**src/rtl/soc_arb_pkg.sv**
```systemverilog
// Shared definitions for the SoC memory arbiter: state encoding, master
// port indices, wait-counter width and small helper functions.
package soc_arb_pkg;

  typedef enum logic [1:0] {
    ST_IDLE   = 2'd0,
    ST_ACCESS = 2'd1,
    ST_RESP   = 2'd2
  } arb_state_e;

  localparam int M_CPU      = 0;
  localparam int M_DMA      = 1;
  localparam int WAIT_CNT_W = 4;

  // One-hot select for a master index (bit 0 = CPU, bit 1 = DMA).
  function automatic logic [1:0] port_onehot(input logic idx);
    return idx ? 2'b10 : 2'b01;
  endfunction

  // Saturating 16-bit increment used by the statistics counters.
  function automatic logic [15:0] sat_inc16(input logic [15:0] v);
    return (v == 16'hFFFF) ? v : v + 16'd1;
  endfunction

endpackage

```
**src/rtl/arb_rr_pick2.sv**
```systemverilog
// Combinational two-way round-robin picker. The pointer register lives in
// the parent; this block only decides who wins the current request set.
module arb_rr_pick2
  import soc_arb_pkg::*;
(
  input  logic [1:0] req,
  input  logic       ptr,
  output logic       valid,
  output logic       winner
);

  // A lone requester wins outright; a tie goes to the port the pointer favours.
  always_comb begin
    valid  = |req;
    winner = 1'b0;
    if (req == 2'b11) begin
      winner = ptr;
    end else if (req[M_DMA]) begin
      winner = 1'b1;
    end
  end

endmodule

```
**src/rtl/soc_mem_arbiter.sv**
```systemverilog
// Two-master arbiter sharing the single-port word memory between the CPU
// (port 0) and the DMA/loader (port 1). One transfer at a time:
// IDLE -> ACCESS (WAIT_STATES+1 cycles) -> RESP -> IDLE.
// Optional build macro MEM_ARB_STATS_EN adds saturating grant/conflict
// counters with a synchronous clear input.
module soc_mem_arbiter
  import soc_arb_pkg::*;
#(
  parameter int AW          = 16,
  parameter int DW          = 16,
  parameter int WAIT_STATES = 0
)
(
  input  logic          clk,
  input  logic          rst_b,
  input  logic          m0_req,
  input  logic          m0_we,
  input  logic [AW-1:0] m0_addr,
  input  logic [DW-1:0] m0_wdata,
  output logic          m0_gnt,
  output logic          m0_ack,
  output logic [DW-1:0] m0_rdata,
  input  logic          m1_req,
  input  logic          m1_we,
  input  logic [AW-1:0] m1_addr,
  input  logic [DW-1:0] m1_wdata,
  output logic          m1_gnt,
  output logic          m1_ack,
  output logic [DW-1:0] m1_rdata,
  output logic          mem_read,
  output logic          mem_write,
  output logic [AW-1:0] mem_address,
  output logic [DW-1:0] mem_wdata,
  input  logic [DW-1:0] mem_rdata,
`ifdef MEM_ARB_STATS_EN
  input  logic          stat_clr,
  output logic [15:0]   stat_gnt0,
  output logic [15:0]   stat_gnt1,
  output logic [15:0]   stat_conflict,
`endif
  output logic          busy
);

  // WAIT_STATES is expected in 0..15 so it fits the 4-bit down-counter.
  localparam logic [WAIT_CNT_W-1:0] WAIT_LOAD = WAIT_CNT_W'(WAIT_STATES);

  arb_state_e            state_q, state_d;
  logic                  rr_ptr_q;
  logic [WAIT_CNT_W-1:0] wait_cnt_q;
  logic                  owner_q;
  logic                  own_we_q;
  logic [AW-1:0]         own_addr_q;
  logic [DW-1:0]         own_wdata_q;
  logic [1:0]            gnt_q;
  logic [1:0]            ack_q;
  logic [DW-1:0]         rdata0_q;
  logic [DW-1:0]         rdata1_q;

  logic                  pick_valid;
  logic                  pick_winner;
  logic                  do_grant;
  logic                  access_done;

  arb_rr_pick2 u_pick (
    .req    ({m1_req, m0_req}),
    .ptr    (rr_ptr_q),
    .valid  (pick_valid),
    .winner (pick_winner)
  );

  // State register.
  always_ff @(posedge clk or negedge rst_b) begin
    if (!rst_b) begin
      state_q <= ST_IDLE;
    end else begin
      state_q <= state_d;
    end
  end

  // Next-state logic plus the grant/complete events the datapath acts on.
  always_comb begin
    state_d     = state_q;
    do_grant    = 1'b0;
    access_done = 1'b0;
    unique case (state_q)
      ST_IDLE: begin
        if (pick_valid) begin
          state_d  = ST_ACCESS;
          do_grant = 1'b1;
        end
      end
      ST_ACCESS: begin
        if (wait_cnt_q == '0) begin
          state_d     = ST_RESP;
          access_done = 1'b1;
        end
      end
      ST_RESP: begin
        state_d = ST_IDLE;
      end
      default: begin
        state_d = ST_IDLE;
      end
    endcase
  end

  // Latch the winner's request, move the round-robin pointer, pulse gnt and
  // run the wait-state down-counter through ACCESS.
  always_ff @(posedge clk or negedge rst_b) begin
    if (!rst_b) begin
      rr_ptr_q    <= 1'b0;
      wait_cnt_q  <= '0;
      owner_q     <= 1'b0;
      own_we_q    <= 1'b0;
      own_addr_q  <= '0;
      own_wdata_q <= '0;
      gnt_q       <= 2'b00;
    end else begin
      gnt_q <= 2'b00;
      if (do_grant) begin
        owner_q     <= pick_winner;
        rr_ptr_q    <= ~pick_winner;
        gnt_q       <= port_onehot(pick_winner);
        own_we_q    <= pick_winner ? m1_we    : m0_we;
        own_addr_q  <= pick_winner ? m1_addr  : m0_addr;
        own_wdata_q <= pick_winner ? m1_wdata : m0_wdata;
        wait_cnt_q  <= WAIT_LOAD;
      end else if ((state_q == ST_ACCESS) && (wait_cnt_q != '0)) begin
        wait_cnt_q <= wait_cnt_q - WAIT_CNT_W'(1);
      end
    end
  end

  // Capture read data for the owner at the end of ACCESS and pulse its ack
  // during RESP; the other port's ack and rdata are left alone.
  always_ff @(posedge clk or negedge rst_b) begin
    if (!rst_b) begin
      ack_q    <= 2'b00;
      rdata0_q <= '0;
      rdata1_q <= '0;
    end else begin
      ack_q <= 2'b00;
      if (access_done) begin
        ack_q <= port_onehot(owner_q);
        if (!own_we_q) begin
          if (owner_q) begin
            rdata1_q <= mem_rdata;
          end else begin
            rdata0_q <= mem_rdata;
          end
        end
      end
    end
  end

  // Strobes are decoded from state so they fall the instant reset asserts.
  always_comb begin
    mem_read    = (state_q == ST_ACCESS) && !own_we_q;
    mem_write   = (state_q == ST_ACCESS) &&  own_we_q;
    mem_address = own_addr_q;
    mem_wdata   = own_wdata_q;
    busy        = (state_q != ST_IDLE);
    m0_gnt      = gnt_q[M_CPU];
    m1_gnt      = gnt_q[M_DMA];
    m0_ack      = ack_q[M_CPU];
    m1_ack      = ack_q[M_DMA];
    m0_rdata    = rdata0_q;
    m1_rdata    = rdata1_q;
  end

`ifdef MEM_ARB_STATS_EN
  // Saturating per-port grant counts and tie counts; clear wins over increment.
  always_ff @(posedge clk or negedge rst_b) begin
    if (!rst_b) begin
      stat_gnt0     <= '0;
      stat_gnt1     <= '0;
      stat_conflict <= '0;
    end else if (stat_clr) begin
      stat_gnt0     <= '0;
      stat_gnt1     <= '0;
      stat_conflict <= '0;
    end else if (do_grant) begin
      if (pick_winner) begin
        stat_gnt1 <= sat_inc16(stat_gnt1);
      end else begin
        stat_gnt0 <= sat_inc16(stat_gnt0);
      end
      if (m0_req && m1_req) begin
        stat_conflict <= sat_inc16(stat_conflict);
      end
    end
  end
`endif

endmodule

```
**config.mk**
```make
export PLATFORM = sky130hd
export DESIGN_NAME = soc_mem_arbiter
export DESIGN_NICKNAME = d
export VERILOG_FILES = /design/src/rtl/soc_arb_pkg.sv /design/src/rtl/arb_rr_pick2.sv /design/src/rtl/soc_mem_arbiter.sv
export SDC_FILE = /design/constraint.sdc
export NUM_CORES = 1
export LEC_CHECK = 0
export BUFFER_PORTS_ARGS = -buffer_cell sky130_fd_sc_hd__buf_2
export CORE_ASPECT_RATIO = 1.1
export CORE_MARGIN = 4
export CORE_UTILIZATION = 40
export DETAILED_ROUTE_END_ITERATION = 10
export GPL_TIMING_DRIVEN = 0
export HOLD_SLACK_MARGIN = 0.02
export PLACE_DENSITY = 0.68
export SYNTH_ARGS = -nofsm -noshare
export SYNTH_HDL_FRONTEND = slang
export SYNTH_SLANG_ARGS = --single-unit
```
**constraint.sdc**
```tcl
create_clock -name clk -period 3.25 [get_ports clk]
set_input_delay 0 -clock clk [delete_from_list [all_inputs] [get_ports clk]]
set_output_delay 0 -clock clk [all_outputs]
set_load 0.02 [all_outputs]
```
## Yosys cells after proc, flatten, opt, wreduce, memory -nomap -nowiden

Cells that the tools add are included.

| cells by class | value |
|---|---|
| add/sub/neg operators | 1 |
| equal/unequal tests | 4 |
| multiplexer cells | 18 |
| bitwise operators | 3 |
| reductions and logical operators | 13 |

Operators by type and width:

| cell | count |
|---|---|
| two-way mux 16 bit | 2 |
| two-way mux 2 bit | 6 |
| two-way mux 4 bit | 2 |
| two-way mux 1 bit | 7 |
| AND reduction 3 bit | 2 |
| logical NOT 4 bit | 1 |
| inequality test 2 bit, second input constant | 2 |
| case mux 2 bit (2 select lines) | 1 |
| nonzero test 2 bit | 2 |
| nonzero test 4 bit | 1 |
| subtractor 4 x 1 -> 4 bit, second input constant | 1 |
| logical AND 1 bit | 3 |
| NOT 1 bit | 3 |
| == test 2 x 1 -> 1 bit, second input constant | 1 |
| == test 2 bit, second input constant | 1 |
| logical NOT 2 bit | 1 |
| AND reduction 2 bit | 1 |
| OR reduction 2 bit | 1 |
| logical NOT 1 bit | 1 |

| word-level totals | value |
|---|---|
| flip-flop bits (word level) | 77 |
| input bits | 86 |
| output and inout port bits | 71 |
| word-level logic and storage cells | 50 |

## Logic depth before layout (Yosys ltp)

| depth | value |
|---|---|
| depth in word-level cells | 4 |
| mapped depth | 7 |
| mapped depth without buffers | 5 |

## Modules after synthesis

From an unflattened synthesis, not the netlist that was laid out.

| unflattened totals | value |
|---|---|
| cells, all modules | 269 |
| area total of the unflattened synthesis | 3268.1 µm² |

By module, submodules not included:

| module | instances | cells each | area an instance (µm²) | seq. area each (µm²) |
|---|---|---|---|---|
| soc_mem_arbiter | 1 | 266 | 3250.6 | 1926.8 |
| arb_rr_pick2 | 1 | 3 | 17.5 | 0.0 |

## Least setup slack after synthesis

No wires, ideal clock.

| timing path | value |
|---|---|
| path type | reg-to-reg |
| start | register wait_cnt_q[0] |
| end | register rdata0_q[0] (netlist: m0_rdata[0]) |
| library setup time | 0.125 ns |
| arrival time | 2.003 ns |
| data required time | 3.125 ns |
| setup slack | 1.122 ns |
| stages on the path, launching flop included | 8 |
| path buffers | 2 |
| clock period less this slack | 2.128 ns |
| cell sequence | dfrtp_1 > inv_1 > ha_1 > or3b_4 > or4_4 > buf_6 > buf_12 > mux2_4 |

| between the ends | value |
|---|---|
| longest elaborated chain between the ends | 4 |

RTL lines:

| item | RTL line | RTL |
|---|---|---|
| start: declaration | soc_mem_arbiter.sv:49 | `logic [WAIT_CNT_W-1:0] wait_cnt_q;` |
| start signal: assignment | soc_mem_arbiter.sv:129 | `wait_cnt_q <= wait_cnt_q - WAIT_CNT_W'(1);` |
| logical NOT 4 bit | soc_mem_arbiter.sv:93 | `if (wait_cnt_q == '0) begin` |
| two-way mux 1 bit | soc_mem_arbiter.sv:93 |  |
| two-way mux 1 bit | soc_mem_arbiter.sv:85 | `unique case (state_q)` |
| AND reduction 3 bit (no line) | n/a |  |
| end signal: assignment | soc_mem_arbiter.sv:149 | `rdata0_q <= mem_rdata;` |
| end: declaration | soc_mem_arbiter.sv:56 | `logic [DW-1:0] rdata0_q;` |

No other way between the ends.
A chain may end at the register's enable or synchronous reset.

## Worst setup path in the final report

| timing path | value |
|---|---|
| start | register state_q[0] |
| end | register own_wdata_q[10] (netlist: mem_wdata[10]) |

| between the ends | value |
|---|---|
| longest elaborated chain between the ends | 2 |

RTL lines:

| item | RTL line | RTL |
|---|---|---|
| start: declaration | soc_mem_arbiter.sv:47 | `arb_state_e state_q, state_d;` |
| start signal: assignment | soc_mem_arbiter.sv:76 | `state_q <= state_d;` |
| logical NOT 2 bit | soc_mem_arbiter.sv:85 |  |
| two-way mux 1 bit | soc_mem_arbiter.sv:85 |  |
| end signal: assignment | soc_mem_arbiter.sv:126 | `own_wdata_q <= pick_winner ? m1_wdata : m0_wdata;` |
| end: declaration | soc_mem_arbiter.sv:53 | `logic [DW-1:0] own_wdata_q;` |

No other way between the ends.

==> metrics.sh <==
SYN-MEAN-INSTANCE-AREA_UM2=13.9
VIASPERCELL=5.14
TIMING.CRITICAL_PATH.FROM_TYPE='flip-flop'
GRT_PASS1_VIAS=3226
YS_TOP_CELLS_BY_AREA='sky130_fd_sc_hd__dfrtp_1, sky130_fd_sc_hd__a221o_1, sky130_fd_sc_hd__a21boi_0, sky130_fd_sc_hd__mux2_2, sky130_fd_sc_hd__mux2_4'
GRT_PASS1_WL_UM=16000
MET2_USAGE_PCT=34.7
POWER-PER-CELL-AREA_nW_PER_UM2=987
CRIT_CHAIN='nor2_1, and3_1, clkbuf_1, clkbuf_1, a221o_1, dlygate4sd3_1'
NUMBER_OF_NETS_WITH_ANTENNA_VIOLATIONS_AFTER_DETAILED_ROUTING=0
CLOCK_TREE.ROOT_CELL='sky130_fd_sc_hd__clkbuf_8'
CTS_BUFFER_COUNT=9
NFILLCELLS=588
WORST-R2R-CELL-COUNT=6
VDD_IR_DROP_MAX_V=0.000583
TIMING.SLEW.HEADROOM_PCT=57.8
ROUTE.VIAS.TOTAL=3078
YS_SEQ_AREA_SHARE_PCT=58.9
FINAL_HOLD_VIO_COUNT=0
CRITPATHMAXSTAGEDELAY_PS=550
DRT_ITER0_DRC=120
MAXIMUM_NUMBER_OF_PINS_ON_ONE_NET_BEFORE_GLOBAL_ROUTE_REPAIR=41
DRTPASS1ITERATIONS=6
GLOBAL_ROUTE.USAGE.MET1_PCT=27.6
CLOCK_SKEW_PS=12.7
PATH_DEPTH=6
TIMING.FINAL.CRIT_SHARE_PCT=84.8
PLACE_CONGESTION=0.770
MAX_CAP_VIOL_COUNT=0
FINALWIRELENGTH_UM=10100
CLOCK_TREE.BUFFER_DEPTH=2
GRTUSAGEMET3_PCT=5.77
LAYOUT-AREA-OVERHEAD-VS-SYNTH_PCT=62.4
GRT-BUSIEST-LAYER='met2'
YS_DOMINANT_REG_CELL='sky130_fd_sc_hd__dfrtp_1'
CPMAXSTAGEDELAYCELL='sky130_fd_sc_hd__dlygate4sd3_1'
CRITICAL_PATH_CLASS='reg -> reg'
SYNTH-WARNING-COUNT=0
DIE_AREA_UM2=9690
CRIT_END_CATEGORY='flip-flop'
CTS.HTREE.LEVELS=3
CLOCK_LATENCY_PS=340
FINAL_CELLS=599
CLK_PIN_SLEW_PS=80
N_ANTENNA_CELL=0
DIE_H_UM=103
CTS_TREE='yes'
TOTAL_LEAKAGE_POWER_uW=0.00263
CRITICAL_PATH.MOST_COMMON_CELL='sky130_fd_sc_hd__clkbuf_1'
CORE_AREA_UM2=7960
GRT.OVERFLOW.TOTAL=0
OUTCOME='finished, final reports clean'
ANTENNA_FOUND_INITIAL=0
WORST_SLEW_PIN_SLEW_PS=631
TOTALPOWERFINAL_uW=5240
EFFECTIVE_UTILIZATION_AT_FLOORPLAN_PCT=41.1
SYNTH_LARGEST_TYPE_AREA_FRACTION_PCT=58.9
DETAIL_ROUTE.WL_PER_CELL_UM=16.9
SETUP_VIOL=0
CPLARGESTDELAYFAMILY='buffers and inverters'
DIE_WIDTH_UM=94.2
ACHIEVABLE-FREQUENCY_MHz=363
UNREPAIRED_SETUP_ENDPOINTS_AFTER_GLOBAL_ROUTING='no'
DP.FINAL_HPWL_UM=6280
TIMING.CRITICAL_PATH.FANOUT_MAX=10
CRITPATHREQUIREDTIME_PS=3530
TIMING.HOLD.WS_PS=179
CTS.SINK_COUNT=77
NUMPORTBUFFERS=156
TOTALNEGATIVESETUPSLACK_PS=0
YOSYS.AREA.TOP_TYPE='sky130_fd_sc_hd__dfrtp_1'
IOPINCOUNT=157
PRE_CTS_SLACK_PS=924
GRT.TOTAL_USAGE_PCT=21.3
YOSYSMOSTFREQUENTCELL='sky130_fd_sc_hd__dfrtp_1'
YOSYS-TOP-CELLS-COUNT='sky130_fd_sc_hd__dfrtp_1, sky130_fd_sc_hd__a21boi_0, sky130_fd_sc_hd__a221o_1'
CLASS_OF_THE_WORST_HOLD_PATH='in -> async'
POST_SYNTH_INSTANCE_AREA_UM2=3270
MAXSLEWVIOLCOUNT=0
BUFFER_AND_INVERTER_COUNT_ON_THE_WORST_PATH=3
PLACE_INST=500
SYNTH_SEQ_CELLS=77
FINAL_NETS=574
RESIZED_CELLS_POST_CTS=0
SYNTH_EDF_COUNT=0
NUM_ROWS=34
WORSTPATHARRIVAL_PS=3040
FRACTION_OF_REGISTERS_WITH_ASYNC_SET_OR_RESET_AFTER_SYNTHESIS_PCT=100
WORST_SLACK_PS=494
DRC_ERRORS=0
SYNTH_CELLS=235
MIN_PERIOD_PS=2760
SYN-NUM-NETS=323
DRIVE_ABOVE_1_SHARE_PCT=43.0
YS_TYPES=32
cell type report:
| class | count | area, µm² | share of cell area (%) |
|---|---|---|---|
| timing repair buffer | 240 | 1630 | 30.8 |
| multi-input combinational | 136 | 1240 | 23.3 |
| tap | 108 | 135 | 2.54 |
| clock inverter | 6 | 134 | 2.52 |
| clock buffer | 10 | 138 | 2.59 |
| inverter | 3 | 11.3 | 0.212 |
| buffer | 19 | 96.3 | 1.81 |
| sequential | 77 | 1930 | 36.3 |
power by group:
| part | switching (µW) | internal (µW) |
|---|---|---|
| Sequential | 256 | 1410 |
| Combinational | 1330 | 1290 |
| Clock | 349 | 609 |
| Total | 1930 | 3310 |
worst reg2reg max path: stages (launching register included):
cell and delay (ps):
sky130_fd_sc_hd__dfrtp_1 410, sky130_fd_sc_hd__nor2_1 500, sky130_fd_sc_hd__and3_1 250, sky130_fd_sc_hd__clkbuf_1 310, sky130_fd_sc_hd__clkbuf_1 430, sky130_fd_sc_hd__a221o_1 240
sky130_fd_sc_hd__dlygate4sd3_1 550
kinds of logic (layout without fill, tap and decap cells):
family	Yosys count	in the layout	synth area share, %
mux	32	32	12.2
fa+ha+maj	2	2	0.765
flops	77	77	58.9
buf+inv	22	278	3.29
simple gates	26	26	4.90
compound gates	76	76	20.0
cell usage in the layout (no fill, tap or decap), drive strengths merged, types with 2 or more instances in the layout:
master       Yosys  layout
nand2b           2       2
clkbuf          16      26
bufinv           0       4
o21ai            2       2
dfrtp           77      77
dlygate4sd3      0      83
mux2            32      32
and3             3       3
buf              3     160
a21boi          35      35
inv              3       3
ha               2       2
nor2             4       4
and2             2       2
clkinv           0       2
nand2            2       2
nand3            2       2
nor2b            2       2
a221o           34      34
a21o             2       2
sequential cells by signal, summed over array words and instances (netlist names):
name,count
m1_rdata,16
owner_q,1
wait_cnt_q,4
gnt_q,2
rr_ptr_q,1
ack_q,2
mem_wdata,16
own_we_q,1
mem_address,16
m0_rdata,16
state_q,2
path summary, 6_finish.rpt:
| path | slack (ps) | to | startpoint |
|---|---|---|---|
| setup / recovery | 490 | mem_wdata[10] | state_q[0] |
| hold / removal | 180 | m0_rdata[4] | rst_b |
| setup reg to reg | 490 | mem_wdata[10] | state_q[0] |
| hold reg to reg | 500 | m1_rdata[15] | m1_rdata[15] |
| max in group asynchronous | 2490 | mem_address[3] | rst_b |
| min in group clk | 420 | mem_address[2] | m0_addr[2] |
timing repair:
action                                 4_1_cts  5_1_grt
setup buffers                                0        0
endpoints found under the hold margin      104        0
hold buffers                                83        0
through the flow:
stage | utilization [%] | cell area [µm²]
global route | 66.8 | 5310
global placement | 52.6 | 4190
finish | 66.8 | 5310
CTS | 66.8 | 5310
detailed placement | 52.9 | 4210
floorplan | - | 3270
layer usage:
layer | wire length [µm] | share of wire [%] | vias to the layer above
li1 | - | - | 1393
met4 | 107 | 1.1 | 0
met2 | 4740 | 47 | 167
met3 | 942 | 9.3 | 14
met1 | 4330 | 43 | 1504
met5 | 0 | 0 | -
Power figures use the tool's default switching activity.
